File: config.mk
export PLATFORM = sky130hd
export DESIGN_NAME = converter_bin2gray_arbiter
export DESIGN_NICKNAME = d
export VERILOG_FILES = /design/src/rtl/converter_bin2gray_arbiter.sv
export SDC_FILE = /design/constraint.sdc
export NUM_CORES = 1
export LEC_CHECK = 0
export BUFFER_PORTS_ARGS = -buffer_cell sky130_fd_sc_hd__buf_2
export CAP_MARGIN = 20
export CORE_UTILIZATION = 40
export CTS_CLUSTER_SIZE = 24
export DETAILED_ROUTE_END_ITERATION = 12
export PLACE_DENSITY = 0.74
export SYNTH_ARGS = -nofsm -noshare
export SYNTH_HDL_FRONTEND = slang
export SYNTH_SLANG_ARGS = --single-unit
File: constraint.sdc
create_clock -name clk -period 4.2 [get_ports clk]
set_input_delay 0.84 -clock clk [delete_from_list [all_inputs] [get_ports clk]]
set_output_delay 0.84 -clock clk [all_outputs]
set_load 0.02 [all_outputs]
File: src/rtl/converter_bin2gray_arbiter.sv
// Round-robin arbiter that shares one binary-to-Gray converter among several
// valid/ready requesters and presents the result in a one-entry output register.

module converter_bin2gray #(
  parameter int unsigned Width = 8
) (
  input  logic [Width-1:0] bin_i,
  output logic [Width-1:0] gray_o
);

  assign gray_o = bin_i ^ (bin_i >> 1);

endmodule

module converter_bin2gray_arbiter #(
  parameter int unsigned DATA_WIDTH     = 8,
  parameter int unsigned NUM_REQUESTERS = 4,
  parameter int unsigned ID_WIDTH       = $clog2(NUM_REQUESTERS)
) (
  input  logic                                 clk,
  input  logic                                 rst_n,
  input  logic [NUM_REQUESTERS-1:0]            req_valid,
  input  logic [NUM_REQUESTERS*DATA_WIDTH-1:0] req_data,
  output logic [NUM_REQUESTERS-1:0]            req_ready,
  output logic                                 out_valid,
  input  logic                                 out_ready,
  output logic [DATA_WIDTH-1:0]                out_data,
  output logic [ID_WIDTH-1:0]                  out_id
);

  logic                  out_valid_q;
  logic [DATA_WIDTH-1:0] out_data_q;
  logic [ID_WIDTH-1:0]   out_id_q;
  logic [ID_WIDTH-1:0]   prio_q, prio_d;

  logic                  can_accept;
  logic                  found;
  logic                  grant;
  logic [ID_WIDTH-1:0]   grant_idx;
  logic [ID_WIDTH-1:0]   scan_idx;
  int unsigned           scan_pos;
  logic [DATA_WIDTH-1:0] conv_bin;
  logic [DATA_WIDTH-1:0] conv_gray;

  assign can_accept = !out_valid_q || out_ready;

  // Scan from the priority pointer upward, wrapping explicitly so that a
  // non-power-of-two requester count never indexes past the last requester.
  always_comb begin
    found     = 1'b0;
    grant_idx = '0;
    scan_pos  = 0;
    scan_idx  = '0;
    for (int unsigned k = 0; k < NUM_REQUESTERS; k++) begin
      scan_pos = 32'(prio_q) + k;
      if (scan_pos >= NUM_REQUESTERS) begin
        scan_pos = scan_pos - NUM_REQUESTERS;
      end
      scan_idx = ID_WIDTH'(scan_pos);
      if (!found && req_valid[scan_idx]) begin
        found     = 1'b1;
        grant_idx = scan_idx;
      end
    end
  end

  assign grant = found && can_accept && rst_n;

  always_comb begin
    req_ready = '0;
    if (grant) begin
      req_ready[grant_idx] = 1'b1;
    end
  end

  always_comb begin
    if (grant_idx == ID_WIDTH'(NUM_REQUESTERS - 1)) begin
      prio_d = '0;
    end else begin
      prio_d = grant_idx + ID_WIDTH'(1);
    end
  end

  assign conv_bin = req_data[grant_idx*DATA_WIDTH +: DATA_WIDTH];

  converter_bin2gray #(
    .Width (DATA_WIDTH)
  ) u_conv (
    .bin_i  (conv_bin),
    .gray_o (conv_gray)
  );

  // A grant loads even when the old word drains in the same cycle.
  always_ff @(posedge clk) begin
    if (!rst_n) begin
      out_valid_q <= 1'b0;
      out_data_q  <= '0;
      out_id_q    <= '0;
      prio_q      <= '0;
    end else if (grant) begin
      out_valid_q <= 1'b1;
      out_data_q  <= conv_gray;
      out_id_q    <= grant_idx;
      prio_q      <= prio_d;
    end else if (out_ready) begin
      out_valid_q <= 1'b0;
    end
  end

  assign out_valid = out_valid_q;
  assign out_data  = out_data_q;
  assign out_id    = out_id_q;

endmodule

# == After elaboration in Yosys (flattened, before gate mapping) ==
# Index checks and enable logic that the tools add are counted.
# totals
wordCells,63
ram_bits,0
romBits,0
latch_bits,0
mem_count,0
ff_bits,13
# classes
n_mux,26
add_sub_neg,8
eq_ne,1
shifts,1
n_reduce_logical,12
n_div,0
multipliers,0
n_bitwise,1
magnitude_cmp,10
# op_table
op,count
$shiftx A32 B6 Y8,1
$mux W2,9
$lt A2 B3 Y1 const B,5
$mux W1,11
$ge A3 B3 Y1 const B,3
$bmux W1 S2,4
$sub A2 B1 Y2 const B,4
$xor A8 B7 Y8,1
$add A2 B2 Y3 const B,2
$logic_and A1 B1 Y1,6
$logic_not A1 Y1,4
$mux W4,1
$add A2 B1 Y3 const B,1
$ge A2 B3 Y1 const B,1
$add A2 B1 Y2 const B,1
$demux W1 S2,1
$eq A2 B2 Y1 const B,1
$ge A2 B1 Y1 const B,1
$reduce_bool A2 Y1,1
$logic_or A1 B1 Y1,1

# == Longest topological paths before layout ==
# depth
word_depth,19
depth_mapped,8
ltp_nobuf,7

# == Hierarchy ==
# Synthesis repeated with hierarchy kept, for this count alone.
# hier_totals
cells_unflattened,109
hier_area_um2,915.9
# modules_own_cells
module,area_each_um2,cells_each,n_inst
converter_bin2gray_arbiter,847.1,101,1
converter_bin2gray,68.8,8,1

# == Worst setup path after synthesis ==
# Ideal clock, no wire load.
# synth_timing
path_kind,in2out
from,input port req_valid[2]
to,output port req_ready[0]
t_required_ns,3.360
cell_stages,7
n_path_buf,1
arrival_time_ns,2.054
path_slack_ns,1.306
path_cell_list,inv_1 -> o22ai_1 -> a211oi_4 -> buf_4 -> inv_1 -> ha_1 -> and2_1
# synth_between
elab_chain_len,17
# synth_lines
item,line,source
start: declaration,22,"input logic [NUM_REQUESTERS-1:0] req_valid,"
$bmux W1 S2,60,if (!found && req_valid[scan_idx]) begin
$mux W1 (implied by the code),60,
$mux W1,60,
$logic_not A1 Y1,60,
$logic_and A1 B1 Y1,60,
$mux W1,60,
$logic_not A1 Y1,60,
$logic_and A1 B1 Y1,60,
(+2 left out),n/a,
$logic_and A1 B1 Y1,60,
$mux W2 *,60,
named net grant_idx[0],39,logic [ID_WIDTH-1:0] grant_idx;
$lt A2 B3 Y1 (implied by the code) / $ge A2 B1 Y1 (equally long branches),72,req_ready[grant_idx] = 1'b1;
$logic_and A1 B1 Y1 (implied by the code),72,
$mux W1 (implied by the code),72,
$demux W1 S2 *,72,
$mux W4 *,71,if (grant) begin
end: declaration,24,"output logic [NUM_REQUESTERS-1:0] req_ready,"
# Mark *: on every way through the listed nets, which the timed path passes. The rest lies on a longest branch. The select of a mux whose other input is x is not followed.

# == Final worst setup path ==
# layout_timing
from,input port req_valid[0]
to,output port req_ready[0]
# layout_between
elab_chain_len,17
# layout_lines
item,line
$bmux W1 S2,60
$mux W1 (implied by the code),60
$mux W1,60
$logic_not A1 Y1,60
$logic_and A1 B1 Y1,60
$mux W1,60
$logic_not A1 Y1,60
$logic_and A1 B1 Y1,60
$mux W1,60
$logic_not A1 Y1,60
$logic_and A1 B1 Y1,60
$mux W2,60
$lt A2 B3 Y1 (implied by the code) / $ge A2 B1 Y1 (equally long branches),72
$logic_and A1 B1 Y1 (implied by the code),72
$mux W1 (implied by the code),72
$demux W1 S2,72
$mux W4 *,71
# Every way passes the cells marked *; elsewhere a longest branch is shown, timed or not. The select of a mux whose other input is x is not followed.

==> metrics.txt <==
status finished clean; Num CTS Buffers 3; asr flop ratio synth 0%; Reg clk slew, reported paths around 0.080 ns; Seq pwr share between 30 and 40%; Root Buffer clkbuf_4; max-slew violation count 0; Initial Util between 40% and 50%; XOR/XNOR share of the synthesized area 6.67%; synth unique cells 26; Pwr Total 0.000543 W; Final ANT Viol Nets 0; Post-CTS Setup Repair Bufs 0; Post-Synthesis Mean Instance Area 8.36 sq um; required time worst endpoint 3.36 ns; gpl congestion approximately 0.74; Met3 Wirelength 81 um; RSZ-0062 raised after global routing false; number of fill cells 190; Die ar. about 0.0025 sq mm; final wirelength roughly 2100 um; worst hold margin 0.454 ns; layout cells sized above 1 around 36%; Peak VDD IR 0.201 mV; fmax between 200 and 300 MHz; CORE AREA ~0.0021 sq mm; H-tree lvl count 1; Clock power frac 14.4%; Die Y-Extent 50.0 um; WP data arrival 2.50 ns; # resized after CTS 0; register bit total from synthesis 13; Tot GR Track Use 17.9%; met2 WL post-DR 980 um; Setup-failing EPs final 0; Synth Instances 110; type of the worst setup path input port to primary output; Synth Area in Compound Gates 23.7%; Net Count, Synth 153; DRT met1 WL between 900 and 1000 um; CP startpoint kind input port; sequential area share after synthesis 28.3%; leakage 0.621 nW; worst skew pair latency 0.28 ns; post-synthesis adder-cell area fraction approximately 5.4%; NetSw between 0.0002 and 0.00025 W; antenna violations before repair 0; largest net degree at the start of global routing 28; wire length per cell 10.9 um; Sink Count 13; Max Cap Viol 0; die width 50.0 um; Final Critical Period between 3 and 4 ns; Worst Hold Class flip-flop to flip-flop; DP Cell Count 185; Synth-to-Final Area Change 32.4%; largest family of logic cells by synthesized area compound AO/OA/AOI/OAI gates; top_reg_cell synth dfxtp_1; highest routed layer met4; Pint 0.000323 W; Mapped Area around 920 sq um; Initial DRC Count 11; commonest non-fill, non-tap cell in the layout buf_2; drt drc 0; final instance count without filler cells 189; portion of netlist area occupied by mux cells a little over a tenth; count of final hold-check violations 0; vias in the first global route 831; commonest non-fill, non-tap cells in the layout buf_2 (53), nand3_1 (13), dfxtp_1 (13); Rel. slew slack 55.7%; Ant. Diodes 0; CTS tree built; detailed-placement wirelength estimate 1700 um; Crit. End Element primary output; worst-path fanout max 17; crit share post-route between 70% and 80%; Post-synth EDFFs 0; switching share of power 40.5%; Hold-fix buffers, CTS 0; clk buf depth 2; drt pass-1 iters 4; Fin Clk Skew approximately 0.0016 ns; fin nets approximately 200; final instance area roughly 0.0012 sq mm; global-route wire length before repair 3380 um; grt ovf 0; # IOs 54; # port buffers 53; Setup TNS 0 ns; Synth Warn # 0; DP Area 0.00119 sq mm; Power per Cell Area 446 mW/mm^2; Worst-Margin Slew 0.663 ns; Simple-Gate Fraction of Synth Area 19.2%; Std-Cell Rows 16; Comb pwr share between 50% and 60%; via/cell ratio 5.11; vias 965
-- metrics by stage --
stage          util (%)  worst slack [ns]
6_report           59.0             0.859
5_1_grt            59.0             0.714
4_1_cts            59.0             0.851
3_5_place_dp       57.8             0.856
3_3_place_gp       57.8             0.928
2_1_floorplan         -              1.31
-- cell families after synthesis --
family,after synthesis
compound gates,33
xor+xnor,7
fa+ha+maj,4
buf+inv,11
flops,13
mux,10
simple gates,32
-- flip-flops by register name (all words and copies together), names as in the netlist --
| register | flops |
|---|---|
| out_id | 2 |
| out_data | 8 |
| prio_q | 2 |
| out_valid | 1 |
-- worst max-delay path, cell delays in order --
cell and delay (ns):
buf_2 0.11, a21o_1 0.18, a21oi_1 0.14, o22a_1 0.51
inv_1 0.21, ha_1 0.22, and2_1 0.13, buf_2 0.15
-- per-layer routing --
layer / up-vias / GRT usage (%)
met2: 30 / 28.6
met5: - / 0
li1: 498 / -
met1: 432 / 22.2
met4: 0 / 12.4
met3: 5 / 2.16
-- cell type report --
class / count / area [sq um] / area share, %
Clock buffer: 4 / 26.3 / 2.16
Sequential cell: 13 / 260 / 21.4
Multi-Input combinational cell: 86 / 606 / 49.7
Timing Repair Buffer: 54 / 273 / 22.4
Inverter: 5 / 18.8 / 1.54
Tap cell: 27 / 33.8 / 2.77
-- synth_stat cells, drive strengths merged (2+ instances only) --
library cell | instances | area, sq um
a22o | 7 | 61.3
buf | 3 | 23.8
dfxtp | 13 | 260
ha | 4 | 50.1
nand2 | 2 | 7.51
clkbuf | 3 | 11.3
xnor2 | 6 | 52.6
o21ai | 11 | 55.1
nand3 | 13 | 65.1
inv | 5 | 18.8
mux2i | 10 | 100
and2 | 4 | 25.0
a21oi | 10 | 50.1
nand2b | 10 | 62.6
-- power by group through the flow --
stage          logic [W]  registers (W)  clock network [W]
2_1_floorplan   0.000183       0.000214                  0
3_3_place_gp    0.000284       0.000178                  0
3_5_place_dp    0.000291       0.000180                  0
4_1_cts         0.000291       0.000177          0.0000803
5_1_grt         0.000317       0.000181          0.0000887
6_report        0.000288       0.000177          0.0000782
-- final timing paths --
check,cells after the start,slack [ns],startpoint,to
worst max-delay path,8,0.86,req_valid[0],req_ready[0]
worst min-delay path,2,0.45,out_data[6],out_data[6]
worst max register to register,7,2.19,prio_q[1],out_data[0]
worst min register to register,2,0.45,out_data[6],out_data[6]
Power figures use the tool's default switching activity.
